### src/rtl/io_panel_pkg.sv
// io_panel_pkg
//   Shared definitions for the front-panel controller: seven-segment glyph
//   constants (bit order {g,f,e,d,c,b,a}, active-high), the blank pattern,
//   the hex decoder, the button event FSM state type and a counter-width
//   helper.
package io_panel_pkg;

   localparam logic [6:0] GLYPH_0   = 7'h3F;
   localparam logic [6:0] GLYPH_1   = 7'h06;
   localparam logic [6:0] GLYPH_2   = 7'h5B;
   localparam logic [6:0] GLYPH_3   = 7'h4F;
   localparam logic [6:0] GLYPH_4   = 7'h66;
   localparam logic [6:0] GLYPH_5   = 7'h6D;
   localparam logic [6:0] GLYPH_6   = 7'h7D;
   localparam logic [6:0] GLYPH_7   = 7'h07;
   localparam logic [6:0] GLYPH_8   = 7'h7F;
   localparam logic [6:0] GLYPH_9   = 7'h6F;
   localparam logic [6:0] GLYPH_A   = 7'h77;
   localparam logic [6:0] GLYPH_B   = 7'h7C;  // lowercase b
   localparam logic [6:0] GLYPH_C   = 7'h39;
   localparam logic [6:0] GLYPH_D   = 7'h5E;  // lowercase d
   localparam logic [6:0] GLYPH_E   = 7'h79;
   localparam logic [6:0] GLYPH_F   = 7'h71;
   localparam logic [6:0] SEG_BLANK = 7'h00;

   typedef enum logic [1:0] {
      EV_IDLE    = 2'd0,
      EV_PRESSED = 2'd1,
      EV_HELD    = 2'd2
   } ev_state_e;

   // Bits needed to hold values 0..term-1, never less than one bit.
   function automatic int cnt_width(input int term);
      return (term > 1) ? $clog2(term) : 1;
   endfunction

   function automatic logic [6:0] hex_decode(input logic [3:0] code);
      logic [6:0] seg;
      case (code)
         4'h0:    seg = GLYPH_0;
         4'h1:    seg = GLYPH_1;
         4'h2:    seg = GLYPH_2;
         4'h3:    seg = GLYPH_3;
         4'h4:    seg = GLYPH_4;
         4'h5:    seg = GLYPH_5;
         4'h6:    seg = GLYPH_6;
         4'h7:    seg = GLYPH_7;
         4'h8:    seg = GLYPH_8;
         4'h9:    seg = GLYPH_9;
         4'hA:    seg = GLYPH_A;
         4'hB:    seg = GLYPH_B;
         4'hC:    seg = GLYPH_C;
         4'hD:    seg = GLYPH_D;
         4'hE:    seg = GLYPH_E;
         default: seg = GLYPH_F;
      endcase
      return seg;
   endfunction

endpackage

### src/rtl/io_panel_ctrl_btn_channel.sv
// btn_channel
//   One push-button channel: 2-flop synchroniser, debounce counter and the
//   press / long-press / auto-repeat event FSM. All outputs are registered.
//   Ports:
//     clk, rst  - clock, asynchronous active-high reset
//     btn_i     - raw asynchronous button level (1 = pressed)
//     level_o   - debounced level
//     press_o   - one-cycle pulse on accepted press and on each repeat
//     long_o    - one-cycle pulse when the hold reaches LONG_CYC
//   Handshake: none; events are fire-and-forget single-cycle pulses.
module btn_channel
   import io_panel_pkg::*;
#(
   parameter int DB_CYC     = 2_000_000,
   parameter int LONG_CYC   = 100_000_000,
   parameter int REPEAT_CYC = 20_000_000
) (
   input  logic clk,
   input  logic rst,
   input  logic btn_i,
   output logic level_o,
   output logic press_o,
   output logic long_o
);

   localparam int DB_W   = cnt_width(DB_CYC);
   localparam int HOLD_W = cnt_width((LONG_CYC > REPEAT_CYC) ? LONG_CYC : REPEAT_CYC);

   localparam logic [DB_W-1:0]   DB_LAST   = DB_W'(DB_CYC - 1);
   localparam logic [HOLD_W-1:0] LONG_LAST = HOLD_W'(LONG_CYC - 1);
   localparam logic [HOLD_W-1:0] REP_LAST  = HOLD_W'(REPEAT_CYC - 1);

   logic              sync1_q, sync2_q;
   logic              stable_q, stable_d;
   logic [DB_W-1:0]   db_cnt_q, db_cnt_d;
   ev_state_e         state_q, state_d;
   logic [HOLD_W-1:0] hold_q, hold_d;
   logic              press_q, press_d;
   logic              long_q, long_d;
   logic              rise, fall;

   // Debounce: count consecutive cycles the synchronised level disagrees
   // with the stable level; any agreeing cycle restarts the count.
   always_comb begin
      db_cnt_d = '0;
      stable_d = stable_q;
      if (sync2_q != stable_q) begin
         if (db_cnt_q == DB_LAST) begin
            stable_d = ~stable_q;
         end else begin
            db_cnt_d = db_cnt_q + DB_W'(1);
         end
      end
   end

   assign rise = stable_d & ~stable_q;
   assign fall = ~stable_d & stable_q;

   // Event FSM. Decisions use the next stable level so the press pulse
   // lands in the same cycle the debounced level changes.
   always_comb begin
      state_d = state_q;
      hold_d  = hold_q;
      press_d = 1'b0;
      long_d  = 1'b0;
      case (state_q)
         EV_IDLE: begin
            hold_d = '0;
            if (rise) begin
               state_d = EV_PRESSED;
               press_d = 1'b1;
            end
         end
         EV_PRESSED: begin
            if (hold_q == LONG_LAST) begin
               state_d = EV_HELD;
               press_d = 1'b1;
               long_d  = 1'b1;
               hold_d  = '0;
            end else begin
               hold_d = hold_q + HOLD_W'(1);
            end
         end
         EV_HELD: begin
            if (hold_q == REP_LAST) begin
               press_d = 1'b1;
               hold_d  = '0;
            end else begin
               hold_d = hold_q + HOLD_W'(1);
            end
         end
         default: begin
            state_d = EV_IDLE;
            hold_d  = '0;
         end
      endcase
      // A release wins over any event due in the same cycle.
      if (fall) begin
         state_d = EV_IDLE;
         hold_d  = '0;
         press_d = 1'b0;
         long_d  = 1'b0;
      end
   end

   always_ff @(posedge clk or posedge rst) begin
      if (rst) begin
         sync1_q  <= 1'b0;
         sync2_q  <= 1'b0;
         stable_q <= 1'b0;
         db_cnt_q <= '0;
         state_q  <= EV_IDLE;
         hold_q   <= '0;
         press_q  <= 1'b0;
         long_q   <= 1'b0;
      end else begin
         sync1_q  <= btn_i;
         sync2_q  <= sync1_q;
         stable_q <= stable_d;
         db_cnt_q <= db_cnt_d;
         state_q  <= state_d;
         hold_q   <= hold_d;
         press_q  <= press_d;
         long_q   <= long_d;
      end
   end

   assign level_o = stable_q;
   assign press_o = press_q;
   assign long_o  = long_q;

endmodule

### src/rtl/io_panel_ctrl.sv
// io_panel_ctrl
//   Front-panel controller: N_BTN debounced buttons with press / long-press /
//   auto-repeat events, and an N_DIG-digit multiplexed seven-segment display
//   with hex decode, per-digit decimal point, blanking and pin polarity.
//   Ports:
//     clk, rst     - clock, asynchronous active-high reset
//     btn_i        - raw button levels, 1 = pressed
//     seg_code_i   - digit k hex code at [4k+3:4k], digit 0 rightmost
//     dp_i         - decimal point request per digit
//     blank_i      - 1 = digit fully dark
//     btn_level_o  - debounced levels
//     btn_press_o  - press / repeat pulses
//     btn_long_o   - long-press pulses
//     seg_o        - segments {g,f,e,d,c,b,a}, polarity per SEG_ACT_LOW
//     dp_o         - decimal point, polarity per SEG_ACT_LOW
//     dig_o        - one-hot digit enable, polarity per DIG_ACT_LOW
module io_panel_ctrl
   import io_panel_pkg::*;
#(
   parameter int N_BTN       = 5,
   parameter int N_DIG       = 4,
   parameter int DB_CYC      = 2_000_000,
   parameter int LONG_CYC    = 100_000_000,
   parameter int REPEAT_CYC  = 20_000_000,
   parameter int SCAN_CYC    = 100_000,
   parameter int SEG_ACT_LOW = 1,
   parameter int DIG_ACT_LOW = 1
) (
   input  logic               clk,
   input  logic               rst,
   input  logic [N_BTN-1:0]   btn_i,
   input  logic [4*N_DIG-1:0] seg_code_i,
   input  logic [N_DIG-1:0]   dp_i,
   input  logic [N_DIG-1:0]   blank_i,
   output logic [N_BTN-1:0]   btn_level_o,
   output logic [N_BTN-1:0]   btn_press_o,
   output logic [N_BTN-1:0]   btn_long_o,
   output logic [6:0]         seg_o,
   output logic               dp_o,
   output logic [N_DIG-1:0]   dig_o
);

   localparam int SCAN_W = cnt_width(SCAN_CYC);
   localparam int IDX_W  = cnt_width(N_DIG);

   localparam logic [SCAN_W-1:0] SCAN_LAST = SCAN_W'(SCAN_CYC - 1);
   localparam logic [IDX_W-1:0]  IDX_LAST  = IDX_W'(N_DIG - 1);

   // XOR masks that turn active-high internal values into pin levels;
   // they are also the inactive pin levels used at reset.
   localparam logic [6:0]       SEG_INV = (SEG_ACT_LOW != 0) ? 7'h7F : 7'h00;
   localparam logic             DP_INV  = (SEG_ACT_LOW != 0);
   localparam logic [N_DIG-1:0] DIG_INV = (DIG_ACT_LOW != 0) ? {N_DIG{1'b1}} : {N_DIG{1'b0}};

   for (genvar g = 0; g < N_BTN; g++) begin : g_btn
      btn_channel #(
         .DB_CYC    (DB_CYC),
         .LONG_CYC  (LONG_CYC),
         .REPEAT_CYC(REPEAT_CYC)
      ) u_btn_channel (
         .clk    (clk),
         .rst    (rst),
         .btn_i  (btn_i[g]),
         .level_o(btn_level_o[g]),
         .press_o(btn_press_o[g]),
         .long_o (btn_long_o[g])
      );
   end

   logic [SCAN_W-1:0] scan_cnt_q, scan_cnt_d;
   logic [IDX_W-1:0]  dig_idx_q, dig_idx_d;
   logic [6:0]        seg_q, seg_d;
   logic              dp_q, dp_d;
   logic [N_DIG-1:0]  dig_q, dig_d;
   logic [3:0]        cur_code;
   logic              cur_dp, cur_blank;
   logic [N_DIG-1:0]  dig_hot;
   logic [6:0]        seg_hi;

   always_comb begin
      scan_cnt_d = scan_cnt_q + SCAN_W'(1);
      dig_idx_d  = dig_idx_q;
      if (scan_cnt_q == SCAN_LAST) begin
         scan_cnt_d = '0;
         dig_idx_d  = (dig_idx_q == IDX_LAST) ? '0 : dig_idx_q + IDX_W'(1);
      end
   end

   // Select the current digit's inputs with a compare loop so non-power-of-2
   // digit counts never form an out-of-range part select.
   always_comb begin
      cur_code  = 4'h0;
      cur_dp    = 1'b0;
      cur_blank = 1'b0;
      dig_hot   = '0;
      for (int k = 0; k < N_DIG; k++) begin
         if (dig_idx_q == IDX_W'(k)) begin
            cur_code   = seg_code_i[4*k +: 4];
            cur_dp     = dp_i[k];
            cur_blank  = blank_i[k];
            dig_hot[k] = 1'b1;
         end
      end
   end

   always_comb begin
      seg_hi = cur_blank ? SEG_BLANK : hex_decode(cur_code);
      seg_d  = seg_hi ^ SEG_INV;
      dp_d   = (cur_dp & ~cur_blank) ^ DP_INV;
      dig_d  = dig_hot ^ DIG_INV;
   end

   always_ff @(posedge clk or posedge rst) begin
      if (rst) begin
         scan_cnt_q <= '0;
         dig_idx_q  <= '0;
         seg_q      <= SEG_INV;
         dp_q       <= DP_INV;
         dig_q      <= DIG_INV;
      end else begin
         scan_cnt_q <= scan_cnt_d;
         dig_idx_q  <= dig_idx_d;
         seg_q      <= seg_d;
         dp_q       <= dp_d;
         dig_q      <= dig_d;
      end
   end

   assign seg_o = seg_q;
   assign dp_o  = dp_q;
   assign dig_o = dig_q;

endmodule

### config.mk
export PLATFORM = sky130hd
export DESIGN_NAME = io_panel_ctrl
export DESIGN_NICKNAME = d
export VERILOG_FILES = /design/src/rtl/io_panel_pkg.sv /design/src/rtl/io_panel_ctrl_btn_channel.sv /design/src/rtl/io_panel_ctrl.sv
export SDC_FILE = /design/constraint.sdc
export NUM_CORES = 1
export LEC_CHECK = 0
export BUFFER_PORTS_ARGS = -buffer_cell sky130_fd_sc_hd__buf_4
export CAP_MARGIN = 5
export CORE_MARGIN = 2
export CORE_UTILIZATION = 55
export CTS_CLUSTER_DIAMETER = 120
export DETAILED_ROUTE_END_ITERATION = 12
export PLACE_DENSITY = 0.69
export SETUP_SLACK_MARGIN = 0.05
export SYNTH_ARGS = -nofsm -noshare
export SYNTH_HDL_FRONTEND = slang
export SYNTH_SLANG_ARGS = --single-unit
### constraint.sdc
create_clock -name clk -period 15.7 [get_ports clk]
set_clock_uncertainty 0.1 [all_clocks]
set_input_delay 4.71 -clock clk [delete_from_list [all_inputs] [get_ports clk]]
set_output_delay 4.71 -clock clk [all_outputs]
set_load 0.03 [all_outputs]
==> metrics.yaml <==
cts_tree: "done"
synthArstFlopShare_pct: 100
drtIter0Drc: 646
maxCapViolations: 0
seq_area_frac_synth_pct: 49.7
vias_per_cell: 5.33
required_ps: 16140
synth_ff_type: "dfrtp_1"
synth_top_family_by_area: "simple AND/OR/NAND/NOR gates"
cts_root_buf: "clkbuf_16"
crit_type: "input pin to async pin"
clk_path_buf_depth: 3
rrSetupSlack_ps: 12330
ant_nets: 0
synth_cell_types: 59
fillers: 2349
cts_buffers: 35
vias: 10853
setup_violations: 0
synth_area_leaders: "dfrtp_1, nor2_1, xor2_1, xnor2_1, ha_1"
timing.rr.end: "g_btn[4].u_btn_channel.hold_q[16]"
synthTopCellsByCount: "dfrtp_1, nor2_1, xor2_1"
initial_core_util_pct: 55.7
grt_pass1_wl_um: 48900
regArea_um2: 7670
worstReg2RegStart: "g_btn[4].u_btn_channel.hold_q[0]"
fin_setup_tns_ps: 0
slew_headroom_pct: 23.8
yosys.area_share.simple_pct: 24.5
synth_top_area_share_pct: 47.7
synthAdderAreaFrac_pct: 4.54
drive_above_1_share_pct: 8.75
postLayoutCoreUtil_pct: 62.3
max-vdd-ir-drop_mv: 0.0966
place_inst: 1972
global_route.usage.met1_pct: 26.9
place_hpwl_um: 18800
clock_latency_ps: 500
drt-wirelength-per-cell_um: 13.8
synth_xor_area_share_pct: 13.6
synth_nets: 1672
core_um2: 27700
worstMarginPinSlew_ps: 1130
syn_area_um2: 15400
worstHoldEndpoint: "g_btn[2].u_btn_channel.sync2_q"
synthMuxAreaShare_pct: 0.721
r2r_cells: 7
rows: 61
leakage_nw: 7.24
ys_ff_latch: 306
first_pass_iters: 5
worstPathArrival_ps: 7000
cts_setup_buffers: 0
stdcell_count: 2035
avgSynthCellArea_um2: 9.74
crit_fanout: 94
antenna_found_initial: 0
synth_compound_area_share_pct: 3.37
grt_max_degree: 95
whs_ps: 250
htreeDepth: 2
period_share_pct: 41.8
synthCells: 1585
worst_setup_path_end_kind: "async pin"
min-delay-start: "g_btn[2].u_btn_channel.sync1_q"
antenna_cells: 0
port-buffer-count: 57
ys.warnings.count: 0
startpoint_type: "input pin"
synth_edf_count: 0
finalNetCount: 1718
hold_viol: 0
status: "finished, final reports clean"
finalCriticalPeriod_ps: 6560
power.density_nw_per_um2: 96.7
fp.dieW_um: 172
drt_wl_total_um: 28100
fmax_mhz: 152
dieArea_um2: 29400
clkSinkCount: 306
hold_path_class: "register to register"
multi_input_area_um2: 7210
drc_errors: 0
postCtsHoldBufs: 0
grtUsageMet3_pct: 2.67
syn2layout_area_growth_pct: 11.9
rsz0062_at_grt: "no"
grt_use_met2_pct: 33.5
synth_top_cell_by_area: "dfrtp_1"
grt_usage_pct: 19.8
dieHeight_um: 172
top_usage_layer: "met2"
yosysMostFrequentCell: "dfrtp_1"
slew_violations: 0
gp_congestion: 0.840
cts_resized: 0
grt_overflow: 0
clk_pin_slew_ps: 50
ioPinCount: 58
whs_path_depth: 0
grt_pass1_vias: 10727
## how the worst max path moves through the flow
stage / to / startpoint / depth (start not counted)
global route: g_btn[2].u_btn_channel.hold_q[24] / rst / 4
detailed placement: g_btn[2].u_btn_channel.hold_q[19] / rst / 4
floorplan: dig_idx_q[0] / rst / 1
finish: g_btn[2].u_btn_channel.hold_q[23] / rst / 4
CTS: g_btn[2].u_btn_channel.hold_q[19] / rst / 4
global placement: g_btn[2].u_btn_channel.hold_q[23] / rst / 4
## power breakdown
part	switching, W	internal, W	total (W)
registers	0.00000453	0.000796	0.000801
logic	0.0000307	0.0000142	0.0000450
clock network	0.000317	0.000507	0.000825
total	0.000352	0.00132	0.00167
## flip-flops by register name, indices dropped and copies added, names as in the netlist, 7 cells and up
| register | count |
|---|---|
| g_btn.u_btn_channel.hold_q | 135 |
| g_btn.u_btn_channel.db_cnt_q | 105 |
| scan_cnt_q | 17 |
| g_btn.u_btn_channel.state_q | 10 |
| seg_o | 7 |
## stage by stage
stage | cell area [um2] | power, W | setup WS (ps)
floorplan | 15400 | 0.000844 | 2450
global placement | 16100 | 0.000861 | 8470
detailed placement | 16100 | 0.000861 | 8460
CTS | 17300 | 0.00170 | 8990
global route | 17300 | 0.00173 | 8710
finish | 17300 | 0.00167 | 9140
## worst max-delay path, stage by stage
cell   delay, ps
buf_4        130
inv_8        440
buf_4        820
buf_4        740
## cells in the final DEF (no fill, tap or decap), types with 37 or more instances in the layout
| cell | n |
|---|---|
| nand3_1 | 115 |
| buf_4 | 60 |
| inv_1 | 67 |
| nand2_1 | 101 |
| nor3_1 | 64 |
| nor2_1 | 287 |
| ha_1 | 56 |
| dfrtp_1 | 294 |
| nand4_1 | 47 |
| clkbuf_16 | 37 |
| and3_1 | 42 |
| xnor2_1 | 117 |
| xor2_1 | 122 |
## per-layer routing
layer  up-vias  part of all wire (%)
li1       5443                     -
met1      5257                    47
met2       106                    49
met3        47                   2.5
met4         0                   2.1
met5         -                     0
## kinds of logic (layout without fill, tap and decap cells)
| group | after synthesis | in the layout |
|---|---|---|
| adder cells (fa/ha/maj) | 56 | 56 |
| buffers and inverters | 119 | 191 |
| flip-flops | 306 | 306 |
| AND/OR/NAND/NOR | 778 | 778 |
| XOR/XNOR | 239 | 239 |
| multiplexers | 11 | 11 |
| AO/OA/AOI/OAI | 76 | 76 |
## final cells by class
cell class | count | area share, %
Clock buffer | 51 | 6.19
Sequential cell | 306 | 44.4
Multi-Input combinational cell | 1160 | 41.8
Timing Repair Buffer | 60 | 2.61
Inverter | 68 | 1.52
Tap cell | 378 | 2.74
Clock inverter | 12 | 0.761
Power figures use the tool's default switching activity.
